--- config.mk ---
export PLATFORM = sky130hd
export DESIGN_NAME = wb_to_avalon_burst_bridge
export DESIGN_NICKNAME = d
export VERILOG_FILES = /design/src/rtl/wb_to_avalon_burst_bridge.sv
export SDC_FILE = /design/constraint.sdc
export NUM_CORES = 1
export LEC_CHECK = 0
export CAP_MARGIN = 30
export CORE_ASPECT_RATIO = 0.75
export CORE_UTILIZATION = 32
export DETAILED_ROUTE_END_ITERATION = 7
export PLACE_DENSITY = 0.76
export SLEW_MARGIN = 20
export SYNTH_ARGS = -nofsm -noshare
export SYNTH_HDL_FRONTEND = slang
export SYNTH_SLANG_ARGS = --single-unit
--- constraint.sdc ---
create_clock -name wb_clk_i -period 2 [get_ports wb_clk_i]
set_clock_uncertainty 0.2 [all_clocks]
set_input_delay 0.2 -clock wb_clk_i [delete_from_list [all_inputs] [get_ports wb_clk_i]]
set_output_delay 0.2 -clock wb_clk_i [all_outputs]
set_load 0.01 [all_outputs]
--- src/rtl/wb_to_avalon_burst_bridge.sv ---
// Wishbone B3 slave to Avalon-MM master; linear WB read bursts become Avalon bursts of BURST_LEN.
// Define AV_TIMEOUT_EN to add a stall watchdog that aborts hung transfers with wb_err_o.
module wb_to_avalon_burst_bridge #(
  parameter int DW             = 32,
  parameter int AW             = 32,
  parameter int BURST_LEN      = 8,
  parameter int TIMEOUT_CYCLES = 1024,
  localparam int BCW           = $clog2(BURST_LEN) + 1
) (
  input  logic              wb_clk_i,
  input  logic              wb_rst_ni,
  input  logic [AW-1:0]     wb_adr_i,
  input  logic [DW-1:0]     wb_dat_i,
  input  logic [DW/8-1:0]   wb_sel_i,
  input  logic              wb_we_i,
  input  logic              wb_cyc_i,
  input  logic              wb_stb_i,
  input  logic [2:0]        wb_cti_i,
  input  logic [1:0]        wb_bte_i,
  output logic [DW-1:0]     wb_dat_o,
  output logic              wb_ack_o,
  output logic              wb_err_o,
  output logic              wb_rty_o,
  output logic [AW-1:0]     m_av_address_o,
  output logic [DW/8-1:0]   m_av_byteenable_o,
  output logic              m_av_read_o,
  output logic              m_av_write_o,
  output logic [BCW-1:0]    m_av_burstcount_o,
  output logic              m_av_burstbegin_o,
  output logic [DW-1:0]     m_av_writedata_o,
  input  logic              m_av_waitrequest_i,
  input  logic              m_av_readdatavalid_i,
  input  logic [DW-1:0]     m_av_readdata_i
);

  localparam int            BEW       = DW / 8;
  localparam int            CW        = $clog2(BURST_LEN);
  localparam logic [CW-1:0] LAST_BEAT = CW'(BURST_LEN - 1);
  localparam logic [AW-1:0] ADR_MASK  = ~AW'(BEW - 1);
  localparam logic [2:0]    CTI_INCR  = 3'b010;
  localparam logic [2:0]    CTI_EOB   = 3'b111;

  if (BURST_LEN < 2 || BURST_LEN > 64 || DW < 8 || TIMEOUT_CYCLES < 1 || TIMEOUT_CYCLES > 65536)
  begin : g_bad_params
    $error("wb_to_avalon_burst_bridge: unsupported parameter set");
  end

  typedef enum logic [2:0] {IDLE, SRD, BREQ, BDATA, DRAIN, WACK} state_t;

  state_t        state, state_nxt;
  logic [CW-1:0] beat_cnt;
  logic          req, lin_burst, last_beat, timeout;

  assign req       = wb_cyc_i & wb_stb_i & ~wb_ack_o;
  assign lin_burst = ~wb_we_i & (wb_cti_i == CTI_INCR) & (wb_bte_i == 2'b00);
  assign last_beat = m_av_readdatavalid_i & (beat_cnt == LAST_BEAT);
  assign wb_dat_o  = m_av_readdata_i;
  assign wb_rty_o  = 1'b0;

  // SRD also carries single writes until accepted; a read ack waits for the request to be taken.
  assign wb_ack_o = (state == WACK)
                  | ((state == SRD) & ~m_av_read_o & ~m_av_write_o & m_av_readdatavalid_i)
                  | ((state == BDATA) & m_av_readdatavalid_i & wb_cyc_i & wb_stb_i);

`ifdef AV_TIMEOUT_EN
  localparam logic [15:0] TIMEOUT_LAST = 16'(TIMEOUT_CYCLES - 1);
  logic [15:0] stall_cnt;
  logic        stalled;

  assign stalled  = (state != IDLE) & m_av_waitrequest_i & ~m_av_readdatavalid_i;
  assign timeout  = stalled & (stall_cnt == TIMEOUT_LAST);
  assign wb_err_o = timeout & wb_cyc_i & wb_stb_i;

  always_ff @(posedge wb_clk_i or negedge wb_rst_ni) begin
    if (!wb_rst_ni)    stall_cnt <= '0;
    else if (!stalled) stall_cnt <= '0;
    else               stall_cnt <= stall_cnt + 16'd1;
  end
`else
  assign timeout  = 1'b0;
  assign wb_err_o = 1'b0;
`endif

  always_comb begin
    state_nxt = state;
    case (state)
      IDLE:  if (req) state_nxt = lin_burst ? BREQ : SRD;
      SRD: begin
        if (m_av_write_o) begin
          if (!m_av_waitrequest_i) state_nxt = WACK;
        end else if (wb_ack_o) begin
          state_nxt = IDLE;
        end
      end
      BREQ:  if (!m_av_waitrequest_i) state_nxt = BDATA;
      BDATA: begin
        if (last_beat)
          state_nxt = IDLE;
        else if ((wb_ack_o && wb_cti_i == CTI_EOB) || !wb_cyc_i)
          state_nxt = DRAIN;
      end
      DRAIN: if (last_beat) state_nxt = IDLE;
      WACK:  state_nxt = IDLE;
      default: state_nxt = IDLE;
    endcase
    if (timeout) state_nxt = IDLE;
  end

  always_ff @(posedge wb_clk_i or negedge wb_rst_ni) begin
    if (!wb_rst_ni) begin
      state             <= IDLE;
      m_av_read_o       <= 1'b0;
      m_av_write_o      <= 1'b0;
      m_av_burstbegin_o <= 1'b0;
      m_av_address_o    <= '0;
      m_av_burstcount_o <= BCW'(1);
      beat_cnt          <= '0;
    end else begin
      state             <= state_nxt;
      m_av_burstbegin_o <= 1'b0;
      if (state == IDLE) begin
        beat_cnt <= '0;
        if (req) begin
          m_av_read_o       <= ~wb_we_i;
          m_av_write_o      <= wb_we_i;
          m_av_burstbegin_o <= 1'b1;
          m_av_address_o    <= lin_burst ? (wb_adr_i & ADR_MASK) : wb_adr_i;
          m_av_burstcount_o <= lin_burst ? BCW'(BURST_LEN) : BCW'(1);
        end
      end else begin
        if (timeout || !m_av_waitrequest_i) begin
          m_av_read_o  <= 1'b0;
          m_av_write_o <= 1'b0;
        end
        // Beat counter wraps to zero on the last beat since BURST_LEN is a power of two.
        if ((state == BDATA || state == DRAIN) && m_av_readdatavalid_i)
          beat_cnt <= beat_cnt + 1'b1;
      end
    end
  end

  always_ff @(posedge wb_clk_i) begin
    if (state == IDLE && req) begin
      m_av_writedata_o  <= wb_dat_i;
      m_av_byteenable_o <= lin_burst ? '1 : wb_sel_i;
    end
  end

endmodule

== Yosys cells after proc, flatten, opt, wreduce, memory -nomap -nowiden ==
Index checks and enable logic that the tools add are counted.

* Register bits after elaboration: 81
* Input bits: 112
* Output and inout port bits: 110
* Logic and storage cells: 75

* Add/subtract/negate cells: 1
* Equality and inequality tests: 15
* Muxes and demuxes: 21
* Bitwise operators: 17
* Reduce and logical (&&, ||, !) cells: 12

{| class="wikitable"
|+ Operators by type and width
! operator !! number
|-
| 2-to-1 mux 3 bit || 10
|-
| case mux 3 bit (5 select lines) || 1
|-
| equality test 3 bit (second input constant) || 4
|-
| bitwise AND 1 bit || 11
|-
| equality test 3 x 2 -> 1 bit (second input constant) || 3
|-
| 2-to-1 mux 1 bit || 7
|-
| != test 2 bit (second input constant) || 3
|-
| != test 3 bit (second input constant) || 2
|-
| AND reduction 6 bit || 1
|-
| 2-to-1 mux 2 bit || 2
|-
| 2-to-1 mux 4 bit || 1
|-
| inverter 1 bit || 4
|-
| AND reduction 2 bit || 2
|-
| adder 3 x 1 -> 3 bit (second input constant) || 1
|-
| equality test 3 x 1 -> 1 bit (second input constant) || 1
|-
| logical AND 1 bit || 3
|-
| zero test 3 bit || 1
|-
| != test 3 x 2 -> 1 bit (second input constant) || 1
|-
| zero test 2 bit || 1
|-
| logical OR 1 bit || 2
|-
| != test 2 x 1 -> 1 bit (second input constant) || 1
|-
| bitwise OR 1 bit || 2
|-
| nonzero test 2 bit || 1
|-
| zero test 1 bit || 1
|}

== Logic depth before layout (Yosys ltp) ==
Gate-level depths: netlist of the first run.

* Word-level depth: 11
* Depth in mapped cells: 7
* Gate-level depth less buffers: 6

== Worst setup path after synthesis of the first run ==
No wires, ideal clock.

* Path type: reg2reg
* Start point: register state[0]
* End point: register m_av_byteenable_o[0], enable pin
* Library setup time: 355 ps
* Arrival: 1423 ps
* Data required time: 1445 ps
* Setup slack: 22 ps
* Cell stages (with the launch flop): 6
* Buffers on the path: 2
* Clock period less this slack: 1978 ps
* Cell sequence: dfrtp_1 buf_2 nor3_2 nand3_2 inv_2 buf_4

* Cells in the longest elaborated chain, start to end: 9
* Elaborated cells between the ends (all ways): 15
* Those cells by class: eq/ne (3); bitwise (10); reduce/logical (2)

{| class="wikitable"
|+ Ends and longest elaborated chain
! element !! RTL line !! text
|-
| from (decl) || 50 || <nowiki>state_t state, state_nxt;</nowiki>
|-
| from (signal assigned) || 119 || <nowiki>state <= state_nxt;</nowiki>
|-
| equality test 3 x 1 -> 1 bit || 62 || <nowiki>| ((state == SRD) & ~m_av_read_o & ~m_av_write_o & m_av_readdatavalid_i)</nowiki>
|-
| bitwise AND 1 bit (3 in series) || 62 ||
|-
| bitwise OR 1 bit || 62 ||
|-
| bitwise OR 1 bit || 63 || <nowiki>| ((state == BDATA) & m_av_readdatavalid_i & wb_cyc_i & wb_stb_i);</nowiki>
|-
| inverter 1 bit || 54 || <nowiki>assign req = wb_cyc_i & wb_stb_i & ~wb_ack_o;</nowiki>
|-
| bitwise AND 1 bit || 54 ||
|-
| logical AND 1 bit * || 143 || <nowiki>if (state == IDLE && req) begin</nowiki>
|-
| to (signal assigned) || 145 || <nowiki>m_av_byteenable_o <= lin_burst ? '1 : wb_sel_i;</nowiki>
|-
| to (decl) || 25 || <nowiki>output logic [DW/8-1:0] m_av_byteenable_o,</nowiki>
|}

Every way passes the cells marked *; elsewhere a longest branch is shown, timed or not.
A chain may end at the register's enable or synchronous reset.

== Worst setup path in the final report of the first run ==
* Start point: register beat_cnt[0]
* End point: register state[1]

* Cells in the longest elaborated chain, start to end: 4
* Elaborated cells between the ends (all ways): 7
* Those cells by class: eq/ne (3); mux (2); bitwise (1); reduce/logical (1)

{| class="wikitable"
|+ Ends and longest elaborated chain
! element !! RTL line !! text
|-
| from (decl) || 51 || <nowiki>logic [CW-1:0] beat_cnt;</nowiki>
|-
| from (signal assigned) || 137 || <nowiki>beat_cnt <= beat_cnt + 1'b1;</nowiki>
|-
| equality test 3 bit * || 56 || <nowiki>assign last_beat = m_av_readdatavalid_i & (beat_cnt == LAST_BEAT);</nowiki>
|-
| bitwise AND 1 bit * || 56 ||
|-
| != test 3 x 2 -> 1 bit (no source line), or another cell as far along || n/a ||
|-
| AND reduction 6 bit (no source line) or case mux 3 bit (5 select lines) (tied branches) || n/a ||
|}

Marked as above.

==> results of run 1 <==
## worst reg2reg max path: cells and delay by family, from the launching register on
kind / cells / cell delay, ps
and+or+nand+nor: 1 / 90
adders and majority gates: 2 / 320
DFF: 1 / 390
AOI/OAI and AO/OA: 3 / 780
## flip-flops by register name (all words and copies together), names as in the netlist
name and cells:
m_av_address_o 32, m_av_writedata_o 32, m_av_byteenable_o 4, beat_cnt 3, state 3, m_av_burstcount_o 2
m_av_burstbegin_o 1, m_av_read_o 1, m_av_write_o 1
## final timing paths
check | endpoint | depth (start not counted) | startpoint
worst max-delay path | state[1] | 6 | beat_cnt[0]
worst min-delay path | m_av_address_o[19] | 3 | wb_adr_i[19]
worst max register to register | state[1] | 6 | beat_cnt[0]
worst min register to register | m_av_address_o[28] | 2 | m_av_address_o[28]
max in group asynchronous | m_av_address_o[29] | 3 | wb_rst_ni
min in group asynchronous | state[2] | 2 | wb_rst_ni
## synthesized netlist by cell type (2+ instances only)
master                     count  share of area
sky130_fd_sc_hd__inv_1         2         0.0023
sky130_fd_sc_hd__clkbuf_1      3         0.0034
sky130_fd_sc_hd__nand4_1       2         0.0038
sky130_fd_sc_hd__dfrtp_1      42           0.32
sky130_fd_sc_hd__o21ai_1       4         0.0061
sky130_fd_sc_hd__ha_1          2         0.0076
sky130_fd_sc_hd__buf_4        40          0.091
sky130_fd_sc_hd__a22o_1        4          0.011
sky130_fd_sc_hd__nand2_1      97           0.11
sky130_fd_sc_hd__nor2_1        7         0.0080
sky130_fd_sc_hd__a21o_1        2         0.0045
sky130_fd_sc_hd__o22ai_1       4         0.0076
sky130_fd_sc_hd__buf_2         2         0.0030
sky130_fd_sc_hd__a21oi_1       7          0.011
sky130_fd_sc_hd__nand2b_1      8          0.015
sky130_fd_sc_hd__edfxtp_1     36           0.33
sky130_fd_sc_hd__a211oi_1      4         0.0091
sky130_fd_sc_hd__nor2b_1       2         0.0038
## metal layers
layer	global-route usage	wire length [µm]	up-vias
met5	0	0	-
met4	0.0552	131	0
met3	0.0685	832	13
met2	0.255	3850	147
met1	0.185	3310	1136
li1	-	-	1199
## layout make-up
| cell class | instances | area share |
|---|---|---|
| Tap cell | 132 | 0.0323 |
| Clock buffer | 9 | 0.0440 |
| Clock inverter | 7 | 0.0157 |
| Multi-Input combinational cell | 164 | 0.161 |
| Inverter | 3 | 0.00220 |
| Sequential cell | 79 | 0.422 |
| Timing Repair Buffer | 166 | 0.323 |
## power breakdown
part           internal [mW]  switching, mW  total, mW  leakage, nW
Sequential              2.20          0.235       2.44        0.873
Combinational           1.28           1.11       2.39         1.11
Clock                  0.981          0.664       1.64        0.143
## placed cells by master (no fill, tap or decap), drive strengths merged, types with 2 or more instances in the layout
| master | n |
|---|---|
| a211oi | 4 |
| a21o | 2 |
| a21oi | 7 |
| a22o | 4 |
| buf | 13 |
| clkbuf | 9 |
| clkdlybuf4s50 | 151 |
| clkinvlp | 2 |
| conb | 4 |
| dfrtp | 42 |
| edfxtp | 36 |
| ha | 2 |
| inv | 6 |
| nand2 | 97 |
| nand2b | 8 |
| nand3 | 2 |
| nand4 | 2 |
| nor2 | 7 |
| nor2b | 2 |
| nor3b | 2 |
| o21ai | 4 |
| o22ai | 4 |
## through the flow
stage | power (mW) | hold WS, ps
2_1_floorplan | 3.61 | -296
3_3_place_gp | 4.80 | 55.8
3_5_place_dp | 4.87 | 54.4
4_1_cts | 6.55 | 177
5_1_grt | 6.87 | 200
6_report | 6.47 | 193
## cells by family (layout without fill, tap and decap cells)
family	after synthesis	count (layout)	synth area share
AOI/OAI and AO/OA	32	32	0.0686
adders and majority gates	2	2	0.00757
buffers and inverters	48	185	0.101
DFF	79	79	0.653
other	1	4	0.00114
and+or+nand+nor	126	126	0.169
## what timing repair did
item | CTS | global route
buffers inserted | 0 | 0
endpoints found under the hold margin | 24 | 0
hold buffers | 1 | 0
setup endpoints to repair | 1 | 1
gates resized for setup | 2 | 1
==> impl_metrics.prom, run 1 <==
# TYPE chip_impl_metric gauge
chip_impl_metric{name="wire_length_of_the_first_global_routing_pass",unit="µm"} 13100
chip_impl_metric{name="vias_in_the_first_global_route",unit=""} 2538
chip_impl_metric{name="synth-async-reset-ratio",unit=""} 0.544
chip_impl_metric{name="gp_routability_congestion",unit=""} 0.836
chip_impl_metric{name="buffer_ports.inserted",unit=""} 153
chip_impl_info{name="rsz0062_at_grt",value="no"} 1
chip_impl_metric{name="drt-total-wl",unit="µm"} 8130
chip_impl_metric{name="area_delta_synth_final",unit="%"} 54.9
chip_impl_metric{name="postLayoutCellArea",unit="µm²"} 5120
chip_impl_metric{name="worst-endpoint-arrival",unit="ps"} 1910
chip_impl_info{name="synthFlopType",value="sky130_fd_sc_hd__dfrtp_1"} 1
chip_impl_metric{name="cts_max_level",unit=""} 3
chip_impl_metric{name="ff_latch_area",unit="µm²"} 2160
chip_impl_metric{name="post-route-worst-setup-slack",unit="ps"} 108
chip_impl_metric{name="postSynthRegisterBits",unit=""} 79
chip_impl_metric{name="chipHeight",unit="µm"} 90.0
chip_impl_info{name="worst_path_dominant_cell_family",value="compound AO/OA/AOI/OAI gates"} 1
chip_impl_metric{name="max-vdd-ir-drop",unit="V"} 0.000742
chip_impl_metric{name="power.static_leakage",unit="nW"} 2.13
chip_impl_info{name="clockRootBuffer",value="sky130_fd_sc_hd__clkbuf_16"} 1
chip_impl_metric{name="drc",unit=""} 0
chip_impl_metric{name="detailroute.via_count",unit=""} 2495
chip_impl_metric{name="period_utilization_post_route",unit=""} 0.946
chip_impl_metric{name="worstMarginPinSlew",unit="ps"} 649
chip_impl_metric{name="final_antenna_net_count",unit=""} 0
chip_impl_metric{name="finalSetupTns",unit="ps"} 0
chip_impl_metric{name="pre_cts_ws",unit="ps"} -70.1
chip_impl_metric{name="antenna_found_initial",unit=""} 0
chip_impl_metric{name="layout-drive-gt1-share",unit=""} 0.0888
chip_impl_metric{name="final-instance-count-excl-fill",unit=""} 560
chip_impl_metric{name="cp_max_fo",unit=""} 4
chip_impl_metric{name="cap_viol_max_count",unit=""} 0
chip_impl_metric{name="cts-root-to-sink-buffers",unit=""} 2
chip_impl_metric{name="power.density_cell_area",unit="nW/µm²"} 1260
chip_impl_metric{name="synth_edf_count",unit=""} 36
chip_impl_metric{name="numClockSinks",unit=""} 79
chip_impl_metric{name="placed_cells",unit=""} 543
chip_impl_metric{name="slew_headroom",unit=""} 0.567
chip_impl_metric{name="clk-insertion-delay-late",unit="ps"} 330
chip_impl_metric{name="reg2reg_setup_slack",unit="ps"} 110
chip_impl_metric{name="core_area",unit="µm²"} 9850
chip_impl_info{name="critical-path-slowest-cell",value="sky130_fd_sc_hd__dfrtp_1"} 1
chip_impl_metric{name="first_iter_violations",unit=""} 123
chip_impl_metric{name="via_per_inst",unit=""} 4.46
chip_impl_metric{name="io_pins",unit=""} 222
chip_impl_metric{name="fmax",unit="GHz"} 0.528
chip_impl_metric{name="hold_violations",unit=""} 0
chip_impl_info{name="run_status",value="completed"} 1
chip_impl_metric{name="placedInstanceArea",unit="µm²"} 4800
chip_impl_metric{name="postSynthAreaPerCell",unit="µm²"} 11.5
chip_impl_metric{name="finalNetCount",unit=""} 537
chip_impl_info{name="critPathCaptureType",value="flop"} 1
chip_impl_metric{name="period_minus_slack",unit="ps"} 1890
chip_impl_metric{name="detail_route.first_pass.iterations",unit=""} 4
chip_impl_metric{name="grt_start_max_net_pins",unit=""} 47
chip_impl_info{name="worstSetupPathType",value="flop to flop"} 1
chip_impl_metric{name="cp_num_buf_inv",unit=""} 0
chip_impl_metric{name="clk_pin_slew",unit="ps"} 60
chip_impl_metric{name="gr-usage-all-layers",unit=""} 0.157
chip_impl_metric{name="cp_data_required_time",unit="ps"} 2010
chip_impl_metric{name="cts-buffers-inserted",unit=""} 9
chip_impl_metric{name="antenna_cells",unit=""} 0
chip_impl_metric{name="grt_overflow",unit=""} 0
chip_impl_metric{name="seq_area_frac_synth",unit=""} 0.653
chip_impl_metric{name="finish.utilization",unit=""} 0.519
chip_impl_info{name="hold_path_class",value="input port to flop"} 1
chip_impl_metric{name="multi_input_comb_area",unit="µm²"} 823
chip_impl_info{name="worstSetupStartpointType",value="flop"} 1
chip_impl_metric{name="synth.lib_cells_used.distinct",unit=""} 38
chip_impl_metric{name="post_synth_instance_area",unit="µm²"} 3300
chip_impl_info{name="worstPathCellList",value="ha_1, ha_1, nand2_1, a22o_1, a21o_1, o32a_1"} 1
chip_impl_metric{name="wl_per_cell",unit="µm"} 14.5
chip_impl_metric{name="die_x",unit="µm"} 119
chip_impl_metric{name="hpwlAfterDp",unit="µm"} 6060
chip_impl_metric{name="synthesized_netlist_cell_count",unit=""} 288
chip_impl_metric{name="initial_standard_cell_utilization_of_the_core",unit=""} 0.335
chip_impl_info{name="worst_path_most_repeated_cell",value="sky130_fd_sc_hd__ha_1"} 1
chip_impl_metric{name="count_of_fill_cells_added_during_filler_insertion",unit=""} 874
chip_impl_metric{name="design.die.area",unit="µm²"} 10700
chip_impl_info{name="cts_tree",value="yes"} 1
chip_impl_metric{name="timing.final.max_slew_violations",unit=""} 0
chip_impl_metric{name="placement_rows",unit=""} 31
chip_impl_metric{name="ys_warn_count",unit=""} 0
chip_impl_metric{name="setup_viol",unit=""} 0
chip_impl_metric{name="critPathMaxStageDelay",unit="ps"} 390
Power figures use the tool's default switching activity.
==> inputs of run 2 (changes only) <==
--- a/config.mk
+++ b/config.mk
@@ -7,9 +7,10 @@
 export LEC_CHECK = 0
 export CAP_MARGIN = 30
 export CORE_ASPECT_RATIO = 0.75
-export CORE_UTILIZATION = 32
+export CORE_UTILIZATION = 39
 export DETAILED_ROUTE_END_ITERATION = 7
-export PLACE_DENSITY = 0.76
+export HOLD_SLACK_MARGIN = 0.15
+export PLACE_DENSITY = 0.87
 export SLEW_MARGIN = 20
 export SYNTH_ARGS = -nofsm -noshare
 export SYNTH_HDL_FRONTEND = slang
==> constraint.sdc (replaced) <==
create_clock -name wb_clk_i -period 2.4 [get_ports wb_clk_i]
set_clock_uncertainty 0.2 [all_clocks]
set_input_delay 0.24 -clock wb_clk_i [delete_from_list [all_inputs] [get_ports wb_clk_i]]
set_output_delay 0.24 -clock wb_clk_i [all_outputs]
set_load 0.01 [all_outputs]
==> impl_metrics.prom, run 2 (synthesis results as in run 1) <==
# TYPE chip_impl_metric gauge
chip_impl_metric{name="area_delta_synth_final",unit="%"} 55.9
chip_impl_metric{name="hold_violations",unit=""} 0
chip_impl_metric{name="drc",unit=""} 0
chip_impl_metric{name="wire_length_of_the_first_global_routing_pass",unit="µm"} 12200
chip_impl_info{name="worstSetupStartpointType",value="flop"} 1
chip_impl_metric{name="clk-insertion-delay-late",unit="ps"} 330
chip_impl_metric{name="gp_routability_congestion",unit=""} 0.872
chip_impl_metric{name="cp_max_fo",unit=""} 8
chip_impl_metric{name="grt_overflow",unit=""} 0
chip_impl_metric{name="hpwlAfterDp",unit="µm"} 5910
chip_impl_metric{name="share_seq_of_total_power",unit=""} 0.363
chip_impl_metric{name="critPathMaxStageDelay",unit="ps"} 580
chip_impl_metric{name="design.die.area",unit="µm²"} 8850
chip_impl_metric{name="numClockSinks",unit=""} 79
chip_impl_metric{name="sum_of_internal_switching_and_leakage_power",unit="mW"} 5.71
chip_impl_metric{name="clk_pin_slew",unit="ps"} 60
chip_impl_info{name="clockRootBuffer",value="sky130_fd_sc_hd__clkbuf_16"} 1
chip_impl_metric{name="final.hold.worst_slack",unit="ps"} 232
chip_impl_info{name="critPathCaptureType",value="output pin"} 1
chip_impl_metric{name="clkPwrFrac",unit=""} 0.296
chip_impl_info{name="commonest_non_fill_non_tap_cells_in_the_layout",value="152 x sky130_fd_sc_hd__clkdlybuf4s50_1, 97 x sky130_fd_sc_hd__nand2_1, 41 x sky130_fd_sc_hd__dfrtp_1"} 1
chip_impl_metric{name="cap_viol_max_count",unit=""} 0
chip_impl_metric{name="initial_standard_cell_utilization_of_the_core",unit=""} 0.410
chip_impl_metric{name="via_per_inst",unit=""} 4.72
chip_impl_metric{name="die_x",unit="µm"} 108
chip_impl_metric{name="first_iter_violations",unit=""} 93
chip_impl_metric{name="detail_route.first_pass.iterations",unit=""} 4
chip_impl_info{name="critical-path-slowest-cell",value="sky130_fd_sc_hd__clkdlybuf4s50_1"} 1
chip_impl_metric{name="io_pins",unit=""} 222
chip_impl_metric{name="reg2regPathDepth",unit=""} 6
chip_impl_info{name="layout.cells.most_common",value="sky130_fd_sc_hd__clkdlybuf4s50_1"} 1
chip_impl_info{name="cts_tree",value="yes"} 1
chip_impl_metric{name="power.share.combinational",unit=""} 0.341
chip_impl_metric{name="power_switching_share",unit=""} 0.292
chip_impl_info{name="largest_registers",value="m_av_address_o (32), m_av_writedata_o (32), m_av_byteenable_o (4)"} 1
chip_impl_info{name="worstSetupPathType",value="flop to output pin"} 1
chip_impl_metric{name="cts_max_level",unit=""} 3
chip_impl_metric{name="final_antenna_net_count",unit=""} 0
chip_impl_metric{name="max-vdd-ir-drop",unit="V"} 0.000537
chip_impl_metric{name="placedInstanceArea",unit="µm²"} 4700
chip_impl_metric{name="switching_power",unit="mW"} 1.67
chip_impl_metric{name="worst-endpoint-arrival",unit="ps"} 1890
chip_impl_info{name="regToRegEndpoint",value="state[1]"} 1
chip_impl_metric{name="vias_in_the_first_global_route",unit=""} 2425
chip_impl_metric{name="pre_cts_ws",unit="ps"} 213
chip_impl_info{name="origin_of_the_critical_flop_to_flop_path",value="beat_cnt[0]"} 1
chip_impl_metric{name="chipHeight",unit="µm"} 81.7
chip_impl_metric{name="fmax",unit="GHz"} 0.429
chip_impl_metric{name="drt-total-wl",unit="µm"} 7950
chip_impl_metric{name="period_utilization_post_route",unit=""} 0.971
chip_impl_metric{name="cts-buffers-inserted",unit=""} 9
chip_impl_metric{name="grt_start_max_net_pins",unit=""} 44
chip_impl_info{name="crit_end",value="wb_ack_o"} 1
chip_impl_metric{name="globalRouteMet1Util",unit=""} 0.214
chip_impl_metric{name="antenna_cells",unit=""} 0
chip_impl_metric{name="gr-usage-all-layers",unit=""} 0.186
chip_impl_info{name="worstPathCellList",value="and2b_4, nand4_1, a21oi_1, clkdlybuf4s50_1"} 1
chip_impl_metric{name="power.density_cell_area",unit="nW/µm²"} 1110
chip_impl_metric{name="core_area",unit="µm²"} 8060
chip_impl_metric{name="period_minus_slack",unit="ps"} 2330
chip_impl_metric{name="detailroute.via_count",unit=""} 2513
chip_impl_info{name="hold_path_class",value="input port to flop"} 1
chip_impl_metric{name="post-route-worst-setup-slack",unit="ps"} 70.6
chip_impl_metric{name="reg2reg_setup_slack",unit="ps"} 500
chip_impl_metric{name="fraction_of_met3_tracks_used_by_global_routing",unit=""} 0.0833
chip_impl_info{name="peak_usage_layer_in_the_global_routing_report",value="met2"} 1
chip_impl_metric{name="placement_rows",unit=""} 28
chip_impl_metric{name="timing.final.max_slew_violations",unit=""} 0
chip_impl_metric{name="setup_viol",unit=""} 0
chip_impl_metric{name="postLayoutCellArea",unit="µm²"} 5150
chip_impl_metric{name="grt_use_met2",unit=""} 0.305
chip_impl_metric{name="cts-root-to-sink-buffers",unit=""} 2
chip_impl_metric{name="wl_per_cell",unit="µm"} 14.9
chip_impl_metric{name="finish.utilization",unit=""} 0.639
chip_impl_metric{name="internal_power",unit="mW"} 4.04
chip_impl_metric{name="finalNetCount",unit=""} 536
chip_impl_info{name="worstSetupStartpoint",value="state[1]"} 1
chip_impl_metric{name="buffer_ports.inserted",unit=""} 153
chip_impl_metric{name="antenna_found_initial",unit=""} 0
chip_impl_metric{name="cp_data_required_time",unit="ps"} 1960
chip_impl_metric{name="layout-drive-gt1-share",unit=""} 0.0843
chip_impl_info{name="run_status",value="completed"} 1
chip_impl_metric{name="power.static_leakage",unit="nW"} 2.17
-- run 2: cell type report --
type,count,area [µm²]
inverters,3,11.3
repair buffers,165,1650
flip-flops and latches,79,2160
well taps,105,131
fillers,645,2910
clock buffers,9,225
clock inverters,7,151
multi-input cells,164,823
-- run 2: metal layers --
metal	vias to the layer above	routed length (µm)
met5	-	0
met1	1160	3130
met3	13	1020
met4	0	115
li1	1199	-
met2	141	3680
-- run 2: worst min-delay path by stage --
stage                            start            endpoint  cells past startpoint
after floorplan              wb_rst_ni         beat_cnt[0]                      0
after global placement       wb_rst_ni   m_av_address_o[9]                      1
after detailed placement     wb_rst_ni   m_av_address_o[9]                      1
after CTS                  wb_adr_i[8]   m_av_address_o[8]                      3
after global routing      wb_adr_i[14]  m_av_address_o[14]                      3
final                      wb_adr_i[8]   m_av_address_o[8]                      3
-- run 2: critical path: cells and delay by family (launching register included) --
kind                   cells  cell delay [ps]
buffers and inverters      1              580
flip-flops                 1              500
AND/OR/NAND/NOR            2              330
AO/OA/AOI/OAI              1              160
-- run 2: metrics by stage --
| step | instances | TNS (ps) |
|---|---|---|
| after detailed placement | 509 | 0 |
| after floorplan | 291 | 0 |
| after global routing | 532 | -32.3 |
| final | 532 | 0 |
| after CTS | 526 | 0 |
| after global placement | 509 | 0 |
-- run 2: power groups by stage --
stage                     Combinational [mW]  Sequential, mW  Clock (mW)
after floorplan                        0.801            2.21           0
after global placement                  1.86            2.09           0
after detailed placement                1.89            2.11           0
after CTS                               1.90            2.09        1.72
after global routing                    2.14            2.12        1.78
final                                   1.95            2.07        1.69
-- run 2: repair_timing --
action	CTS	global route
hold buffers	1	1
endpoints found under the hold margin	42	10
resized for setup	1	0
endpoints found under the setup margin	1	1
setup buffers	0	4
